--- config.mk ---
export PLATFORM = sky130hd
export DESIGN_NAME = regbank_seq_flat
export DESIGN_NICKNAME = d
export VERILOG_FILES = /design/src/rtl/regbank_pkg.sv /design/src/rtl/regbank_seq_if.sv /design/src/rtl/regbank_seq_chk.sv /design/src/rtl/regbank_seq.sv /design/src/flat_wrapper.sv
export SDC_FILE = /design/constraint.sdc
export NUM_CORES = 1
export LEC_CHECK = 0
export CAP_MARGIN = 20
export CELL_PAD_IN_SITES_DETAIL_PLACEMENT = 2
export CELL_PAD_IN_SITES_GLOBAL_PLACEMENT = 2
export CORE_ASPECT_RATIO = 0.6
export CORE_UTILIZATION = 29
export DETAILED_ROUTE_END_ITERATION = 16
export GPL_TIMING_DRIVEN = 1
export PLACE_DENSITY = 0.84
export SETUP_SLACK_MARGIN = 0.3
export SLEW_MARGIN = 10
export SYNTH_ARGS = -nofsm -noshare
export SYNTH_HDL_FRONTEND = slang
export SYNTH_HIERARCHICAL = 1
export SYNTH_SLANG_ARGS = --single-unit
export TNS_END_PERCENT = 1
--- constraint.sdc ---
create_clock -name clk -period 4.8 [get_ports clk]
set_input_delay 1.44 -clock clk [delete_from_list [all_inputs] [get_ports clk]]
set_output_delay 1.44 -clock clk [all_outputs]
set_load 0.1 [all_outputs]
--- src/rtl/regbank_pkg.sv ---
// regbank_pkg: shared sizes, sequencer states and command opcodes for regbank_seq
package regbank_pkg;
   localparam int NREGS_D = 32;
   localparam int AW_D = 5;
   localparam int DW_D = 32;
   typedef enum logic [2:0] {S_IDLE, S_FILL, S_RD, S_OUT0, S_OUT1} state_t;
   typedef enum logic {OP_FILL = 1'b0, OP_DUMP = 1'b1} op_t;
endpackage

--- src/rtl/regbank_seq_if.sv ---
// regbank_seq_if: command, bank-port, dump-stream and status signals of regbank_seq
interface regbank_seq_if
   import regbank_pkg::*;
#(
   parameter int AW = AW_D,
   parameter int DW = DW_D
);
   logic cmd_valid;
   logic cmd_ready;
   logic cmd_op;
   logic [DW-1:0] cmd_base;
   logic [DW-1:0] cmd_step;
   logic rb_write;
   logic [AW-1:0] rb_dr;
   logic [DW-1:0] rb_wrData;
   logic [AW-1:0] rb_sr1;
   logic [AW-1:0] rb_sr2;
   logic [DW-1:0] rb_rdData1;
   logic [DW-1:0] rb_rdData2;
   logic out_valid;
   logic out_ready;
   logic [DW-1:0] out_data;
   logic [AW-1:0] out_addr;
   logic out_last;
   logic busy;
   logic chk_err;
   logic [5:0] chk_cnt;
   modport master (
      input cmd_valid, cmd_op, cmd_base, cmd_step, rb_rdData1, rb_rdData2, out_ready,
      output cmd_ready, rb_write, rb_dr, rb_wrData, rb_sr1, rb_sr2,
      output out_valid, out_data, out_addr, out_last, busy, chk_err, chk_cnt
   );
   modport slave (
      output cmd_valid, cmd_op, cmd_base, cmd_step, rb_rdData1, rb_rdData2, out_ready,
      input cmd_ready, rb_write, rb_dr, rb_wrData, rb_sr1, rb_sr2,
      input out_valid, out_data, out_addr, out_last, busy, chk_err, chk_cnt
   );
endinterface

--- src/rtl/regbank_seq_chk.sv ---
// regbank_seq_chk: expected-value generator and comparator for dump beats after a FILL
module regbank_seq_chk
   import regbank_pkg::*;
#(
   parameter int AW = AW_D,
   parameter int DW = DW_D
) (
   input logic clk,
   input logic reset,
   input logic fill_go,
   input logic [DW-1:0] base,
   input logic [DW-1:0] step,
   input logic beat,
   input logic [AW-1:0] addr,
   input logic [DW-1:0] data,
   output logic err,
   output logic [5:0] cnt
);
   logic [DW-1:0] base_q, step_q, expv;
   logic armed, miss;
   assign expv = base_q + DW'(addr) * step_q;
   assign miss = armed && beat && data != expv;
   // retain the last FILL pattern and accumulate mismatches seen on handshaken beats
   always_ff @(posedge clk) begin
      if (!reset) begin
         base_q <= '0;
         step_q <= '0;
         armed <= 1'b0;
         err <= 1'b0;
         cnt <= '0;
      end else if (fill_go) begin
         base_q <= base;
         step_q <= step;
         armed <= 1'b1;
         err <= 1'b0;
         cnt <= '0;
      end else if (miss) begin
         err <= 1'b1;
         cnt <= cnt == 6'd63 ? cnt : cnt + 6'd1;
      end
   end
endmodule

--- src/rtl/regbank_seq.sv ---
// regbank_seq: FILL/DUMP initiator for the register bank; dump checker built with REGBANK_SEQ_CHECK_EN
module regbank_seq
   import regbank_pkg::*;
#(
   parameter int NREGS = NREGS_D,
   parameter int AW = AW_D,
   parameter int DW = DW_D
) (
   input logic clk,
   input logic reset,
   regbank_seq_if.master bus
);
   state_t state, nxt;
   logic [AW-1:0] idx, pair, sr1_q, sr2_q;
   logic [DW-1:0] acc, step_q, buf0, buf1;
   logic live, accept, fire, last_pair;
   assign accept = bus.cmd_valid && bus.cmd_ready;
   assign fire = bus.out_valid && bus.out_ready;
   assign pair = idx << 1;
   assign last_pair = idx == AW'(NREGS / 2 - 1);
   assign bus.cmd_ready = live && state == S_IDLE;
   assign bus.busy = state != S_IDLE;
   assign bus.rb_write = state == S_FILL;
   assign bus.rb_dr = idx;
   assign bus.rb_wrData = acc;
   assign bus.rb_sr1 = state == S_RD ? pair : sr1_q;
   assign bus.rb_sr2 = state == S_RD ? pair | AW'(1) : sr2_q;
   assign bus.out_valid = state == S_OUT0 || state == S_OUT1;
   assign bus.out_data = state == S_OUT1 ? buf1 : buf0;
   assign bus.out_addr = state == S_OUT1 ? pair | AW'(1) : pair;
   assign bus.out_last = state == S_OUT1 && last_pair;
   // state register
   always_ff @(posedge clk) begin
      if (!reset) state <= S_IDLE;
      else state <= nxt;
   end
   // next-state: fill walks every index, dump cycles RD -> OUT0 -> OUT1 per pair
   always_comb begin
      nxt = state;
      case (state)
         S_IDLE: nxt = accept ? (op_t'(bus.cmd_op) == OP_DUMP ? S_RD : S_FILL) : S_IDLE;
         S_FILL: nxt = idx == AW'(NREGS - 1) ? S_IDLE : S_FILL;
         S_RD: nxt = S_OUT0;
         S_OUT0: nxt = bus.out_ready ? S_OUT1 : S_OUT0;
         S_OUT1: nxt = bus.out_ready ? (last_pair ? S_IDLE : S_RD) : S_OUT1;
         default: nxt = S_IDLE;
      endcase
   end
   // datapath: index/accumulator for fill, pair buffer and held read addresses for dump
   always_ff @(posedge clk) begin
      if (!reset) begin
         live <= 1'b0;
         idx <= '0;
         acc <= '0;
         step_q <= '0;
         buf0 <= '0;
         buf1 <= '0;
         sr1_q <= '0;
         sr2_q <= '0;
      end else begin
         live <= 1'b1;
         if (accept) begin
            idx <= '0;
            acc <= bus.cmd_base;
            step_q <= bus.cmd_step;
         end
         if (state == S_FILL) begin
            idx <= idx + AW'(1);
            acc <= acc + step_q;
         end
         if (state == S_RD) begin
            buf0 <= bus.rb_rdData1;
            buf1 <= bus.rb_rdData2;
            sr1_q <= pair;
            sr2_q <= pair | AW'(1);
         end
         if (state == S_OUT1 && bus.out_ready) idx <= idx + AW'(1);
      end
   end
`ifdef REGBANK_SEQ_CHECK_EN
   regbank_seq_chk #(.AW(AW), .DW(DW)) u_chk (
      .clk(clk),
      .reset(reset),
      .fill_go(accept && op_t'(bus.cmd_op) == OP_FILL),
      .base(bus.cmd_base),
      .step(bus.cmd_step),
      .beat(fire),
      .addr(bus.out_addr),
      .data(bus.out_data),
      .err(bus.chk_err),
      .cnt(bus.chk_cnt)
   );
`else
   assign bus.chk_err = 1'b0;
   assign bus.chk_cnt = '0;
   logic unused_fire;
   assign unused_fire = fire;
`endif
endmodule

--- src/flat_wrapper.sv ---
// flat-port wrapper written by rule: the top's interface ports become plain ports
module regbank_seq_flat import regbank_pkg::*;
#(
   parameter int NREGS = NREGS_D,
   parameter int AW = AW_D,
   parameter int DW = DW_D
)
  (clk, reset, bus_cmd_valid, bus_cmd_op, bus_cmd_base, bus_cmd_step, bus_rb_rdData1, bus_rb_rdData2, bus_out_ready, bus_cmd_ready, bus_rb_write, bus_rb_dr, bus_rb_wrData, bus_rb_sr1, bus_rb_sr2, bus_out_valid, bus_out_data, bus_out_addr, bus_out_last, bus_busy, bus_chk_err, bus_chk_cnt);
  regbank_seq_if #(.AW(AW), .DW(DW)) bus_i ();
  input logic clk;
  input logic reset;
  input wire logic [$bits(bus_i.cmd_valid)-1:0] bus_cmd_valid;
  input wire logic [$bits(bus_i.cmd_op)-1:0] bus_cmd_op;
  input wire logic [$bits(bus_i.cmd_base)-1:0] bus_cmd_base;
  input wire logic [$bits(bus_i.cmd_step)-1:0] bus_cmd_step;
  input wire logic [$bits(bus_i.rb_rdData1)-1:0] bus_rb_rdData1;
  input wire logic [$bits(bus_i.rb_rdData2)-1:0] bus_rb_rdData2;
  input wire logic [$bits(bus_i.out_ready)-1:0] bus_out_ready;
  output wire logic [$bits(bus_i.cmd_ready)-1:0] bus_cmd_ready;
  output wire logic [$bits(bus_i.rb_write)-1:0] bus_rb_write;
  output wire logic [$bits(bus_i.rb_dr)-1:0] bus_rb_dr;
  output wire logic [$bits(bus_i.rb_wrData)-1:0] bus_rb_wrData;
  output wire logic [$bits(bus_i.rb_sr1)-1:0] bus_rb_sr1;
  output wire logic [$bits(bus_i.rb_sr2)-1:0] bus_rb_sr2;
  output wire logic [$bits(bus_i.out_valid)-1:0] bus_out_valid;
  output wire logic [$bits(bus_i.out_data)-1:0] bus_out_data;
  output wire logic [$bits(bus_i.out_addr)-1:0] bus_out_addr;
  output wire logic [$bits(bus_i.out_last)-1:0] bus_out_last;
  output wire logic [$bits(bus_i.busy)-1:0] bus_busy;
  output wire logic [$bits(bus_i.chk_err)-1:0] bus_chk_err;
  output wire logic [$bits(bus_i.chk_cnt)-1:0] bus_chk_cnt;
  assign bus_i.cmd_valid = bus_cmd_valid;
  assign bus_i.cmd_op = bus_cmd_op;
  assign bus_i.cmd_base = bus_cmd_base;
  assign bus_i.cmd_step = bus_cmd_step;
  assign bus_i.rb_rdData1 = bus_rb_rdData1;
  assign bus_i.rb_rdData2 = bus_rb_rdData2;
  assign bus_i.out_ready = bus_out_ready;
  assign bus_cmd_ready = bus_i.cmd_ready;
  assign bus_rb_write = bus_i.rb_write;
  assign bus_rb_dr = bus_i.rb_dr;
  assign bus_rb_wrData = bus_i.rb_wrData;
  assign bus_rb_sr1 = bus_i.rb_sr1;
  assign bus_rb_sr2 = bus_i.rb_sr2;
  assign bus_out_valid = bus_i.out_valid;
  assign bus_out_data = bus_i.out_data;
  assign bus_out_addr = bus_i.out_addr;
  assign bus_out_last = bus_i.out_last;
  assign bus_busy = bus_i.busy;
  assign bus_chk_err = bus_i.chk_err;
  assign bus_chk_cnt = bus_i.chk_cnt;
  regbank_seq #(.NREGS(NREGS), .AW(AW), .DW(DW)) u_core (.clk(clk), .reset(reset), .bus(bus_i));
endmodule
# Word-level counts from Yosys, hierarchy flattened
# Index checks and enable logic that the tools add are counted.
# Widths: inputs -> output; s select.
# totals
ff_bits,147
n_memories,0
output_inout_bits,96
latchBits,0
mem_bits_ro,0
mem_bits_rw,0
# classes
mux,17
n_mul,0
n_shift,0
n_lt_le_gt_ge,0
div,0
eq_ne,6
n_bitwise,0
add_sub_neg,2
reduce_logical,9
# ops
op,n
$mux 32,3
$add 32x32->32,1
$mux 5,5
$pmux 3 s5,1
$mux 3,3
$eq 3x2->1 const B,2
$reduce_bool 3->1,2
$add 5x1->5 const B,1
$eq 5x4->1 const B,1
$eq 5x5->1 const B,1
$logic_and 1x1->1,4
$mux 2,2
$eq 3x1->1 const B,1
$eq 3x3->1 const B,1
$logic_not 3->1,1
$mux 1,3
$reduce_bool 2->1,1
$logic_or 1x1->1,1

# Longest topological paths before layout
# depth
depth_word,6
depth_mapped,10
depth_no_buf,10

# Least setup slack after synthesis
# OpenSTA, ideal clock, no wires.
# synth_path
path_kind,register to output
start,register u_core.idx[0] (netlist: u_core/bus.rb_dr[0])
end,output port bus_out_last
required_time_ns,3.360
setup_slack_ns,0.949
path_buffers,0
path_stages_with_launch,5
arrival_ns,2.411
cell_sequence,dfxtp_1 > ha_1 > and3_1 > ha_1 > and2_1
# synth_via
elab_chain_cells,2
# synth_rtl
item,line_no,text
from (decl),regbank_seq.sv:14,"logic [AW-1:0] idx, pair, sr1_q, sr2_q;"
from (signal assigned),regbank_seq.sv:68,idx <= idx + AW'(1);
from (signal assigned),regbank_seq.sv:77,if (state == S_OUT1 && bus.out_ready) idx <= idx + AW'(1);
$eq 5x4->1,regbank_seq.sv:20,assign last_pair = idx == AW'(NREGS / 2 - 1);
$logic_and 1x1->1,regbank_seq.sv:31,assign bus.out_last = state == S_OUT1 && last_pair;
to (decl),flat_wrapper.sv:28,output wire logic [$bits(bus_i.out_last)-1:0] bus_out_last;
# No other way between the ends.

# Final worst setup path
# layout_path
start,register u_core.state[0]
end,output port bus_busy
# layout_via
elab_chain_cells,1
# layout_rtl
item,line_no,text
from (decl),regbank_seq.sv:13,"state_t state, nxt;"
from (signal assigned),regbank_seq.sv:35,else state <= nxt;
$reduce_bool 3->1,regbank_seq.sv:22,assign bus.busy = state != S_IDLE;
to (decl),flat_wrapper.sv:29,output wire logic [$bits(bus_i.busy)-1:0] bus_busy;
# No other way between the ends.

==> summary.txt <==
Outcome
  • Run status: finished, final reports clean

Yosys
  • Seq/Total Area, Yosys: 37.9%
  • Ys async rst share: 0%
  • Synth Cell Area: 7760 µm²
  • Mean Syn Cell Area: 7.76 µm²
  • Warnings, synthesis: 6
  • #FFs+latches synth: 147
  • EDFF count, synth: 0
  • Syn Inst Count: 1000
  • Main synth FF type: dfxtp_1
  • Synth cell types: 70

Min path
  • WHS Endpoint: u_core/buf1[10]
  • Worst hold-check path type: flop to flop
  • Worst Hold Path Cells: 2
  • Hold path start: u_core/buf1[10]

Clock tree
  • H-tree levels: 4
  • Worst skew pair latency: 440 ps
  • Post-CTS sizing: 0
  • Post-CTS Hold Fix Bufs: 0
  • CTS tree: built
  • CTS max path bufs: 2
  • Clock tree root driver cell: clkbuf_16
  • Setup Buffers After CTS: 0
  • Clock transition at path regs: 60 ps
  • CTS buffer count: 17
  • # clock sinks: 147

STA
  • Final setup fails: 0
  • Period utilization: 79.2%
  • Slew headroom: 29.0%
  • Peak Freq: 263 MHz
  • Slew @ Worst Pin: 1060 ps
  • Final Hold Vio Count: 0
  • RSZ-0062 raised after global routing: no
  • Setup tns final: 0 ps
  • Clock Skew: 9.40 ps
  • Final Max Slew Viols: 0
  • Final WS setup: 998 ps
  • Final Critical Period: 3800 ps

Routing
  • WL met2: 13.7 mm
  • Drt initial violations: 379
  • Drt pass-1 iters: 5
  • Via/cell ratio: 5.10
  • Total wire length: 30.3 mm
  • Routed via count: 7897
  • Top sig layer: met4
  • Met3 wire length: 1.04 mm
  • DRC violations left: 0
  • Remaining antenna violation count: 0
  • Wire length per cell: 19.5 µm
  • WL met1: 15.1 mm

Global routing
  • Number of global-route vias before repair: 8491
  • First-pass GRT wire length: 47.2 mm
  • GRT Total Usage: 22.5%
  • Initial antenna violation count: 0
  • Largest net degree at the start of global routing: 77
  • Grt ovf: 0

Final layout
  • Post-route cell area: 10700 µm²
  • Layout cells sized above 1: 12.3%
  • Area Overhead vs Synth: 38.1%
  • Final Util: 41.6%
  • Nets: 1352
  • Diode count: 0
  • Fin cells: 1548
  • Most frequent cells in the layout: nand2_1, clkdlybuf4s50_1, dfxtp_1, a21oi_1, buf_4
  • Commonest non-fill, non-tap cell in the layout: nand2_1

Worst setup path
  • Critical Path Max Stage Delay: 1150 ps
  • R2R Path End: u_core/bus.rb_wrData[24]
  • Ordered cell list for the critical path: nor3_1 > inv_1 > clkdlybuf4s50_1
  • R2R depth: 10
  • Crit path DAT: 2360 ps
  • Flop2flop setup slack: 1990 ps
  • Type of element capturing the critical path: output pin
  • CP Launch Type: flop
  • CP Max Fanout: 8
  • Reg-to-reg startpoint: u_core/bus.rb_wrData[0]
  • CP Buf/Inv Count: 2
  • Crit path max-delay family: buffers and inverters
  • Critical path class: flop to output pin
  • Worst path slowest cell: clkdlybuf4s50_1
  • Worst path required time: 3360 ps

Die
  • Core outline area: 25800 µm²
  • Cell row count: 45
  • Io pins: 229
  • Width of the chip: 213 µm
  • Effective utilization at floorplan: 30.1%
  • Die area: 27400 µm²
  • Die H: 129 µm

Place
  • IO buf count: 221
  • Detailed-placement wirelength estimate: 22.1 mm
  • RePlAce Congestion: 0.852
  • Place WS: 1430 ps
  • Area after DPL: 10100 µm²
  • Cell count after placement: 1517

Power and ir drop
  • LEAKAGE: 4.32 nW
  • VDD IR-drop max: 0.167 mV
  • Pwr/cell area: 354 nW/µm²

Run
  • Max Cap Viol: 0
per-layer routing:
layer	vias to the layer above	global-route usage (%)
li1	3794	-
met1	3907	31.3
met2	164	35.4
met3	32	3.95
met4	0	6.68
met5	-	0
cell usage after synthesis (all sizes together) (5+ instances only):
library cell	instances	share of area, %
inv	12	0.58
a21o	23	2.2
a311oi	20	2.3
a21oi	144	9.5
ha	34	5.5
and3	13	1.0
nand2	297	14
buf	34	2.5
o21ai	21	1.5
o21bai	9	1.0
mux2	33	4.8
xor2	5	0.56
nand3	15	0.97
a211oi	7	0.68
nor3	11	0.77
dfxtp	147	38
o21a	8	0.77
xnor2	18	2.0
nor2	47	2.3
clkbuf	41	2.0
area by class of cell:
| type | count | area, µm² |
|---|---|---|
| fillers | 2956 | 15100 |
| multi-input cells | 771 | 4460 |
| flip-flops and latches | 147 | 2940 |
| clock buffers | 24 | 522 |
| clock inverters | 7 | 93.8 |
| inverters | 13 | 51.3 |
| well taps | 352 | 440 |
| repair buffers | 234 | 2200 |
how the worst max path moves through the flow:
| stage | startpoint | endpoint | cells past startpoint |
|---|---|---|---|
| 5_1_grt | u_core/state[0] | bus_busy | 3 |
| 3_3_place_gp | u_core/state[0] | bus_busy | 3 |
| 2_1_floorplan | u_core/bus.rb_dr[0] | bus_out_last | 4 |
| 6_report | u_core/state[0] | bus_busy | 3 |
| 4_1_cts | u_core/state[0] | bus_busy | 3 |
| 3_5_place_dp | u_core/state[0] | bus_busy | 3 |
stage by stage:
| stage | total power (W) | hold slack, ps |
|---|---|---|
| 4_1_cts | 0.00384 | 457 |
| 6_report | 0.00379 | 457 |
| 3_5_place_dp | 0.00240 | 447 |
| 3_3_place_gp | 0.00238 | 438 |
| 2_1_floorplan | 0.00207 | 433 |
| 5_1_grt | 0.00396 | 479 |
flip-flops by register name (all words and copies together) (netlist names):
| register | cells |
|---|---|
| u_core/sr1_q | 5 |
| u_core/bus.rb_dr | 5 |
| u_core/live | 1 |
| u_core/bus.rb_wrData | 32 |
| u_core/buf1 | 32 |
| u_core/state | 3 |
| u_core/buf0 | 32 |
| u_core/step_q | 32 |
| u_core/sr2_q | 5 |
power breakdown:
part	switching, W	total, W	internal [W]
registers	0.0000612	0.00135	0.00129
logic	0.000710	0.00103	0.000320
clock network	0.000548	0.00141	0.000860
cell families (layout without fill, tap and decap cells):
group | Yosys count | after routing | share of synthesized area (%)
flops | 147 | 147 | 37.9
mux | 35 | 35 | 5.05
compound gates | 261 | 261 | 21.7
simple gates | 410 | 410 | 21.9
other cells | 1 | 7 | 0.0483
buf+inv | 88 | 278 | 5.08
xor+xnor | 23 | 23 | 2.60
fa+ha+maj | 35 | 35 | 5.74
worst reg2reg max path, delay by kind of cell, from the launching register on:
kind / cells / cell delay [ps]
adder cells (fa/ha/maj): 2 / 680
flip-flops: 1 / 330
AO/OA/AOI/OAI: 7 / 1370
AND/OR/NAND/NOR: 1 / 320
(Power assumes the default switching activity.)
